==> src/rtl/serial_tx.sv <==
// Serial transmitter: start bit, DATA_W data bits LSB first, optional even parity, one stop bit.
// Define SERIAL_TX_PARITY_EN to insert the even-parity bit before the stop bit.
module serial_tx #(
  parameter int DATA_W       = 8,
  parameter int CLKS_PER_BIT = 4
) (
  input  logic              clk,
  input  logic              rst,
  input  logic [DATA_W-1:0] din,
  input  logic              din_valid,
  output logic              din_ready,
  output logic              sdo,
  output logic              busy,
  output logic              done
);

  localparam int BCW = (DATA_W > 1) ? $clog2(DATA_W) : 1;
  localparam int CCW = (CLKS_PER_BIT > 1) ? $clog2(CLKS_PER_BIT) : 1;

  typedef enum logic [2:0] {
    S_IDLE,
    S_START,
    S_DATA,
`ifdef SERIAL_TX_PARITY_EN
    S_PARITY,
`endif
    S_STOP
  } state_t;

  state_t            state_q, state_d;
  logic [DATA_W-1:0] shift_q, shift_d;
  logic [BCW-1:0]    bit_q, bit_d;
  logic [CCW-1:0]    cyc_q, cyc_d;
  logic              sdo_q, sdo_d;
  logic              busy_q, busy_d;
  logic              done_q, done_d;
`ifdef SERIAL_TX_PARITY_EN
  logic              par_q, par_d;
`endif

  logic bit_end;
  assign bit_end = (cyc_q == CCW'(CLKS_PER_BIT - 1));

  // sdo is registered, so each state loads the next bit's value on its final cycle
  always_comb begin
    state_d = state_q;
    shift_d = shift_q;
    bit_d   = bit_q;
    cyc_d   = cyc_q;
    sdo_d   = sdo_q;
    busy_d  = busy_q;
    done_d  = 1'b0;
`ifdef SERIAL_TX_PARITY_EN
    par_d   = par_q;
`endif
    if (state_q != S_IDLE && !bit_end) begin
      cyc_d = cyc_q + CCW'(1);
    end
    case (state_q)
      S_IDLE: begin
        if (din_valid) begin
          state_d = S_START;
          shift_d = din;
          bit_d   = '0;
          cyc_d   = '0;
          sdo_d   = 1'b0;
          busy_d  = 1'b1;
`ifdef SERIAL_TX_PARITY_EN
          par_d   = ^din;
`endif
        end
      end
      S_START: begin
        if (bit_end) begin
          state_d = S_DATA;
          cyc_d   = '0;
          sdo_d   = shift_q[0];
          shift_d = shift_q >> 1;
        end
      end
      S_DATA: begin
        if (bit_end) begin
          cyc_d = '0;
          if (bit_q == BCW'(DATA_W - 1)) begin
            bit_d   = '0;
`ifdef SERIAL_TX_PARITY_EN
            state_d = S_PARITY;
            sdo_d   = par_q;
`else
            state_d = S_STOP;
            sdo_d   = 1'b1;
`endif
          end else begin
            bit_d   = bit_q + BCW'(1);
            sdo_d   = shift_q[0];
            shift_d = shift_q >> 1;
          end
        end
      end
`ifdef SERIAL_TX_PARITY_EN
      S_PARITY: begin
        if (bit_end) begin
          state_d = S_STOP;
          cyc_d   = '0;
          sdo_d   = 1'b1;
        end
      end
`endif
      S_STOP: begin
        if (bit_end) begin
          state_d = S_IDLE;
          cyc_d   = '0;
          busy_d  = 1'b0;
          done_d  = 1'b1;
        end
      end
      default: begin
        state_d = S_IDLE;
        sdo_d   = 1'b1;
        busy_d  = 1'b0;
      end
    endcase
  end

  always_ff @(posedge clk) begin
    if (rst) begin
      state_q <= S_IDLE;
      shift_q <= '0;
      bit_q   <= '0;
      cyc_q   <= '0;
      sdo_q   <= 1'b1;
      busy_q  <= 1'b0;
      done_q  <= 1'b0;
`ifdef SERIAL_TX_PARITY_EN
      par_q   <= 1'b0;
`endif
    end else begin
      state_q <= state_d;
      shift_q <= shift_d;
      bit_q   <= bit_d;
      cyc_q   <= cyc_d;
      sdo_q   <= sdo_d;
      busy_q  <= busy_d;
      done_q  <= done_d;
`ifdef SERIAL_TX_PARITY_EN
      par_q   <= par_d;
`endif
    end
  end

  assign din_ready = (state_q == S_IDLE) && !rst;
  assign sdo       = sdo_q;
  assign busy      = busy_q;
  assign done      = done_q;

endmodule
==> config.mk <==
export PLATFORM = sky130hd
export DESIGN_NAME = serial_tx
export DESIGN_NICKNAME = d
export VERILOG_FILES = /design/src/rtl/serial_tx.sv
export SDC_FILE = /design/constraint.sdc
export NUM_CORES = 1
export LEC_CHECK = 0
export CORE_UTILIZATION = 40
export CTS_CLUSTER_SIZE = 24
export DETAILED_ROUTE_END_ITERATION = 7
export GPL_TIMING_DRIVEN = 0
export PLACE_DENSITY = 0.72
export REMOVE_ABC_BUFFERS = 1
export SLEW_MARGIN = 5
export SYNTH_ARGS = -nofsm -noshare
export SYNTH_HDL_FRONTEND = slang
export SYNTH_SLANG_ARGS = --single-unit
export TNS_END_PERCENT = 30
==> constraint.sdc <==
create_clock -name clk -period 4.3 [get_ports clk]
set_input_delay 1.075 -clock clk [delete_from_list [all_inputs] [get_ports clk]]
set_output_delay 1.075 -clock clk [all_outputs]
set_load 0.005 [all_outputs]
; Word level (Yosys, flattened, before mapping)
; Index checks and enable logic that the tools add are counted.
[word_totals]
word_cells = 66
output_inout_bits = 4
input_bits = 11
register_bits = 19
[op_classes]
n_eq_ne = 11
n_bitwise = 2
muxes = 28
add_sub_neg = 2
n_reduce_logical = 16
[op_table]
columns = op, count
row1 = $mux W8, 4
row2 = $mux W3, 8
row3 = $pmux W8 S3, 1
row4 = $ne A2 B2 Y1 const B, 6
row5 = $pmux W3 S4, 1
row6 = $reduce_and A5 Y1, 2
row7 = $mux W1, 7
row8 = $eq A3 B2 Y1 const B, 2
row9 = $mux W2, 3
row10 = $pmux W3 S2, 1
row11 = $reduce_and A3 Y1, 2
row12 = $reduce_bool A3 Y1, 2
row13 = $pmux W1 S4, 1
row14 = $pmux W2 S2, 1
row15 = $reduce_and A4 Y1, 1
row16 = $reduce_or A2 Y1, 2
row17 = $add A3 B1 Y3 const B, 1
row18 = $eq A3 B1 Y1 const B, 1
row19 = $eq A3 B3 Y1 const B, 1
row20 = $logic_not A3 Y1, 1
row21 = $pmux W1 S3, 1
row22 = $reduce_or A3 Y1, 1
row23 = $add A2 B1 Y2 const B, 1
row24 = $eq A2 B2 Y1 const B, 1
row25 = 4 further kinds, 7

; Longest topological paths before layout
; Gate-level depths: netlist of run 1.
[logic_depth]
word_depth = 6
ltp_mapped = 7
mapped_depth_nobuf = 5

; Worst setup path after synthesis of run 1
; OpenSTA, ideal clock, no wires.
[synth_path]
kind = in2out
startpoint = in rst
endpoint = out din_ready
slack_ns = 1.792
arrival_time_ns = 1.433
n_path_buf = 1
required_ns = 3.225
cell_stages = 2
cell_sequence = clkbuf_1 -> nor2b_1
[synth_via]
elab_chain_cells = 2
[synth_rtl]
columns = element, line
row1 = "start, declared", 8  ; input logic rst,
row2 = $logic_not A1 Y1, 151  ; assign din_ready = (state_q == S_IDLE) && !rst;
row3 = $logic_and A1 B1 Y1, 151
row4 = "end, declared", 11  ; output logic din_ready,
; Every way passes these cells.

; Worst setup path in the final report of run 1
; Ends and elaborated chain as after synthesis.

==> run_results.csv, run 1 <==
group,metric,value,unit
logic_synthesis,synth-seq-cells,18,
layout,drive_above_1_share,11.6,%
status,status,"completed",
routing,drt-initial-drc-count,18,
worst_setup_path,start_kind,"input pin",
global_route,use_met3,5.39,%
placed_design,dpl.hpwl,1530,µm
routing,wl_per_cell,12.2,µm
layout,n_antenna_cell,0,
power_and_ir_drop,p_sw_share,38.5,%
routing,drc,0,
global_route,gr-max-usage-layer,"met2",
floorplan,die_h,55.4,µm
routing,drt-total-wl,2060,µm
floorplan,rows,19,
worst_setup_path,crit_fanout,10,
worst_setup_path,cp_slowest_cell,"clkdlybuf4s50_1",
sta,tightest_slew,0.792,ns
sta,finalCritPeriodShare,79.8,%
global_route,grt_pass1_vias,858,
clocking,cts_tree,"yes",
layout,layout.nets,159,
worst_setup_path,end_kind,"output port",
sta,setup_violations,0,
logic_synthesis,synth_area_leaders,"dfxtp_1 32%, mux2i_1 11%, ha_1 9.9%",
logic_synthesis,yosys-top-cells-count,"19 x nand2_1, 18 x dfxtp_1, 13 x mux2i_1",
sta,skew,0.00313,ns
power_and_ir_drop,comb_power_share,57.2,%
global_route,grt.total_usage,14.6,%
clocking,clk_latency,0.29,ns
logic_synthesis,syn-instance-count,130,
logic_synthesis,synth.distinct_cells,31,
worst_setup_path,worstSetupPathType,"input pin to output port",
worst_setup_path,worst_ep_arrival_time,2.36,ns
worst_setup_path,max_stage_delay,0.60,ns
global_route,grt.overflow.total,0,
sta,fmax,0.291,GHz
sta,hold_violations,0,
routing,ant_nets,0,
sta,rsz0062_at_grt,"false",
power_and_ir_drop,leakagePower,0.000530,µW
logic_synthesis,ys.flop_type,"dfxtp_1",
sta,relSlewSlack,47.1,%
clocking,clockBufferDepth,2,
logic_synthesis,async_flop_share,0,%
clocking,h-tree-depth,1,
logic_synthesis,yosys_warnings,0,
job,drv_cap,0,
global_route,antenna_found_initial,0,
power_and_ir_drop,ir_drop,0.000339,V
sta,finalCriticalPeriod,3.43,ns
layout,area_growth,14.7,%
placed_design,placed_area,1270,µm²
logic_synthesis,ys_seq_area_share,31.6,%
logic_synthesis,synth_edf_count,0,
layout,fin_area,1310,µm²
floorplan,start_util,41.7,%
power_and_ir_drop,p_per_area,659,nW/µm²
logic_synthesis,syn_area,1140,µm²
floorplan,core,2730,µm²
logic_synthesis,yosys.area.top_type,"dfxtp_1",
power_and_ir_drop,switchingPower,332,µW
worst_setup_path,crit_chain,"clkdlybuf4s50_1, nor2b_1, clkdlybuf4s50_1",
global_route,grt_util_met2,25.6,%
clocking,cts_hold_buf,0,
sta,setup_tns,0,ns
clocking,clkSlewWorstSetupHoldPaths,0.10,ns
global_route,grt_pass1_wl,3640,µm
power_and_ir_drop,power.share.clock,12.0,%
logic_synthesis,netlist.area_leader.share,31.6,%
logic_synthesis,avgSynthCellArea,8.78,µm²
routing,via_count,916,
clocking,cts_buffers,3,
logic_synthesis,yosysMostFrequentCell,"nand2_1",
power_and_ir_drop,p_int,530,µW
floorplan,ioPinCount,15,
worst_setup_path,required,3.22,ns
sta,hold_slack,0.462,ns
sta,finalMaxSlewViolations,0,
routing,first_pass_iters,4,
clocking,post_cts_buffers,0,
placed_design,gp_congestion,0.747,
global_route,grt_max_degree,23,
routing,vias_per_cell,5.42,
floorplan,die_area,3070,µm²
global_route,grt.met1_usage,16.6,%
clocking,cts_root_buffer,"clkbuf_4",
worst_setup_path,crit_path_frequent_cell,"clkdlybuf4s50_1",
placed_design,port_buffers,14,
clocking,clock_sinks,18,
hold_path,hp-class,"register to register",
power_and_ir_drop,pwr-share-seq,30.8,%
clocking,cts-resized-gates,0,
floorplan,die_w,55.4,µm
==> layer usage <==
metal | wire length, µm | up-vias | part of all wire (%)
met5 | 0 | - | 0
met4 | 10 | 0 | 0.48
met3 | 76 | 3 | 3.7
met2 | 1070 | 13 | 52
met1 | 910 | 432 | 44
li1 | - | 468 | -
==> cell type report <==
cell class                      instances  area [µm²]
Clock buffer                            4        36.3
Fill cell                             264        1430
Inverter                                5        18.8
Multi-Input combinational cell         97         714
Sequential cell                        18         360
Tap cell                               31        38.8
Timing Repair Buffer                   14         140
==> logic make-up (layout without fill, tap and decap cells) <==
| family | after synthesis | after routing | synth area share, % |
|---|---|---|---|
| AND/OR/NAND/NOR | 48 | 48 | 19.8 |
| AO/OA/AOI/OAI | 20 | 20 | 14.6 |
| adder cells (fa/ha/maj) | 9 | 9 | 9.87 |
| buffers and inverters | 15 | 23 | 5.81 |
| multiplexers | 20 | 20 | 18.3 |
| flip-flops | 18 | 18 | 31.6 |
==> state kept, by name (all words and copies together), names as in the netlist <==
register	cells
state_q	2
bit_q	3
shift_q	8
done	1
cyc_q	2
busy	1
sdo	1
==> cell usage in the layout (no fill, tap or decap), types with 2 or more instances in the layout <==
| master | instances |
|---|---|
| nand2_1 | 19 |
| dfxtp_1 | 18 |
| clkdlybuf4s50_1 | 14 |
| mux2i_1 | 13 |
| ha_1 | 9 |
| mux2_2 | 7 |
| nor2_1 | 7 |
| nor3_1 | 6 |
| nor2b_1 | 5 |
| inv_1 | 4 |
| nand2b_1 | 4 |
| a31oi_1 | 4 |
| nand3_1 | 3 |
| a21o_1 | 3 |
| o21ai_1 | 3 |
| clkbuf_4 | 3 |
| nand4_1 | 2 |
==> worst max-delay path, delay by kind of cell <==
| kind | cells | cell delay, ns |
|---|---|---|
| simple gates | 1 | 0.18 |
| buf+inv | 2 | 1.10 |
==> per-stage QoR <==
step / util, % / instances / worst slack, ns / power, µW
5_1_grt: 47.9 / 169 / 0.783 / 936
6_report: 47.9 / 169 / 0.867 / 862
3_5_place_dp: 46.5 / 165 / 0.864 / 766
4_1_cts: 47.9 / 169 / 0.859 / 874
2_1_floorplan: - / 120 / 2.04 / 655
3_3_place_gp: 46.5 / 165 / 0.861 / 745
==> power groups by stage <==
stage                     clock, µW  combinational, µW  sequential, µW
final                           103                494             266
after CTS                       109                499             266
after global placement            0                481             265
after global routing            116                547             273
after detailed placement          0                497             270
after floorplan                   0                394             261
==> final timing paths <==
kind | startpoint | end | slack (ns) | depth (start not counted)
max reg2reg | state_q[0]$_SDFFE_PP0P_ | shift_q[3]$_SDFFE_PP0P_ | 1.98 | 5
min | shift_q[4]$_SDFFE_PP0P_ | shift_q[4]$_SDFFE_PP0P_ | 0.46 | 2
max | rst | din_ready | 0.87 | 3
min reg2reg | shift_q[4]$_SDFFE_PP0P_ | shift_q[4]$_SDFFE_PP0P_ | 0.46 | 2
No activity file was read; power rests on OpenSTA's default activity.
==> run 2, diff against run 1 <==
Clock period 4.3 ns to 3.4 ns, I/O delays scaled along.
==> results of run 2 <==
The final DEF is identical to that of run 1. Status: completed.
Main changes from that run: setup slack after placement 0.864 ns -> 0.414 ns; setup slack after layout 0.867 ns -> 0.417 ns; register-to-register setup slack 1.98 ns -> 1.08 ns; total power 862 µW -> 1090 µW; worst IR drop on VDD 0.000339 V -> 0.000428 V
==> run 3, diff against run 2 <==
Settings changed: SETUP_SLACK_MARGIN set to 0.5.
==> run 3 against run 2 <==
Final cell count is the same; final area is essentially flat; die area is the same; worst hold slack is the same; critical path depth is the same; count of clock-buffer cells in the layout is the same; register-to-register slack gained 0.13 ns; non-clock buffer count is the same; core utilization is essentially flat.
==> run_results.csv, run 3 (same netlist as run 1, synthesis figures left out) <==
group,metric,value,unit
sta,skew,0.00342,ns
layout,seq_area,360,µm²
placed_design,placed_area,1270,µm²
layout,largest_register,"shift_q",
routing,first_pass_iters,4,
worst_setup_path,reg2reg_slack,1.21,ns
global_route,grt.overflow.total,0,
routing,drt-total-wl,2080,µm
placed_design,gp_congestion,0.747,
clocking,cts_tree,"yes",
routing,drc,0,
power_and_ir_drop,switchingPower,421,µW
power_and_ir_drop,p_int,673,µW
floorplan,core,2730,µm²
layout,drive_above_1_share,12.3,%
layout,layout.nets,159,
sta,finalCriticalPeriod,2.70,ns
power_and_ir_drop,p_per_area,836,nW/µm²
routing,wl_per_cell,12.3,µm
routing,drt-initial-drc-count,16,
worst_setup_path,worst_ep_arrival_time,1.85,ns
placed_design,dpl.hpwl,1530,µm
clocking,cts_root_buffer,"clkbuf_4",
layout,fin_area,1310,µm²
global_route,grt.total_usage,14.6,%
routing,vias_per_cell,5.45,
sta,finalCritPeriodShare,79.4,%
power_and_ir_drop,comb_power_share,57.4,%
worst_setup_path,end_kind,"output port",
worst_setup_path,regToRegEndpoint,"shift_q[3]$_SDFFE_PP0P_",
worst_setup_path,crit_fanout,10,
worst_setup_path,reg2reg_depth,5,
clocking,clock_sinks,18,
layout,n_fill_cell,264,
routing,drt-met1-wl,906,µm
layout,multi_input_area,717,µm²
layout,n_antenna_cell,0,
global_route,grt_pass1_vias,858,
routing,ant_nets,0,
layout,mostFrequentLayoutCells,"19 x nand2_1, 18 x dfxtp_1, 13 x mux2i_1, 13 x clkdlybuf4s50_1, 8 x ha_1",
worst_setup_path,critPathBufInv,2,
worst_setup_path,worstSetupPathType,"input pin to output port",
power_and_ir_drop,p_sw_share,38.5,%
hold_path,holdPathEnd,"shift_q[4]$_SDFFE_PP0P_",
sta,rsz0062_at_grt,"false",
routing,routed-wl-met2,1090,µm
floorplan,die_w,55.4,µm
worst_setup_path,crit_chain,"dlygate4sd2_1, nor2b_1, clkdlybuf4s50_1",
power_and_ir_drop,finalPower,1090,µW
routing,via_count,921,
worst_setup_path,cp_slowest_cell,"clkdlybuf4s50_1",
hold_path,hp-class,"register to register",
power_and_ir_drop,leakagePower,0.000531,µW
clocking,clockBufferDepth,2,
clocking,clk_latency,0.29,ns
sta,finalMaxSlewViolations,0,
floorplan,rows,19,
clocking,h-tree-depth,1,
routing,wl_met3,76,µm
power_and_ir_drop,ir_drop,0.000428,V
global_route,antenna_found_initial,0,
floorplan,die_area,3070,µm²
power_and_ir_drop,power.share.clock,11.9,%
sta,fmax,0.371,GHz
status,status,"completed",
clocking,clkSlewWorstSetupHoldPaths,0.10,ns
sta,hold_violations,0,
clocking,cts_hold_buf,0,
floorplan,start_util,41.7,%
global_route,grt_max_degree,23,
routing,routed.top_layer,"met4",
sta,setup_violations,0,
power_and_ir_drop,pwr-share-seq,30.7,%
placed_design,port_buffers,14,
layout,largest_reg_flops,8,
floorplan,ioPinCount,15,
worst_setup_path,critPathTopFamily,"buffers and inverters",
sta,tightest_slew,0.793,ns
worst_setup_path,required,2.55,ns
floorplan,die_h,55.4,µm
hold_path,hold_path.startpoint,"shift_q[4]$_SDFFE_PP0P_",
worst_setup_path,r2r_start,"state_q[0]$_SDFFE_PP0P_",
layout,area_growth,14.8,%
worst_setup_path,start_kind,"input pin",
job,drv_cap,0,
global_route,grt_pass1_wl,3640,µm
sta,relSlewSlack,47.0,%
layout,reg_top3,"shift_q (8), bit_q (3)",
layout,layout.cells.most_common,"nand2_1",
sta,setup_tns,0,ns
clocking,cts_buffers,3,
worst_setup_path,max_stage_delay,0.50,ns
hold_path,hold_depth,2,
run 3: cell count changes in the layout (fill, tap and decap cells not counted), sizes merged:
cell	delta
clkdlybuf4s50	-1
dlygate4sd2	+1
run 3: tightest hold or removal path: stages (launching register included):
cell and delay, ns:
dfxtp_1 0.32, nand2_1 0.05, mux2i_1 0.05
run 3: worst max path at each step:
stage	start	end	slack, ns	cells after the start
3_3_place_gp	rst	din_ready	0.41	3
6_report	rst	din_ready	0.70	3
2_1_floorplan	din_valid	shift_q[0]$_SDFFE_PP0P_	1.52	3
5_1_grt	state_q[0]$_SDFFE_PP0P_	din_ready	0.62	4
3_5_place_dp	rst	din_ready	0.41	3
4_1_cts	state_q[0]$_SDFFE_PP0P_	din_ready	0.63	4
run 3: layer usage:
layer	global-route usage, %	vias to the layer above
met1	16.6	437
met4	3.57	0
met2	25.6	13
li1	-	468
met5	0	-
met3	5.39	3
run 3: timing repair:
| action | in CTS | in global routing |
|---|---|---|
| pin swaps | 0 | 0 |
| resized for setup | 1 | 1 |
| endpoints found under the setup margin | 1 | 1 |
| buffers inserted | 0 | 0 |
run 3: final cells by class:
type / instances / area share (%)
inverters: 5 / 1.43
flip-flops and latches: 18 / 27.5
well taps: 31 / 2.96
repair buffers: 14 / 10.6
multi-input cells: 97 / 54.7
clock buffers: 4 / 2.77
run 3: power groups by stage:
stage,Sequential (µW),Clock (µW),Combinational [µW]
2_1_floorplan,330,0,499
3_3_place_gp,335,0,608
3_5_place_dp,341,0,628
4_1_cts,336,138,630
5_1_grt,346,147,694
6_report,336,131,628
run 3: per-stage QoR:
stage	setup WS [ns]	util [%]	cells	hold WS, ns
final	0.701	47.9	169	0.462
after detailed placement	0.414	46.5	165	0.449
after CTS	0.635	47.8	169	0.464
after floorplan	1.52	-	120	0.431
after global routing	0.616	47.9	169	0.475
after global placement	0.411	46.5	165	0.442
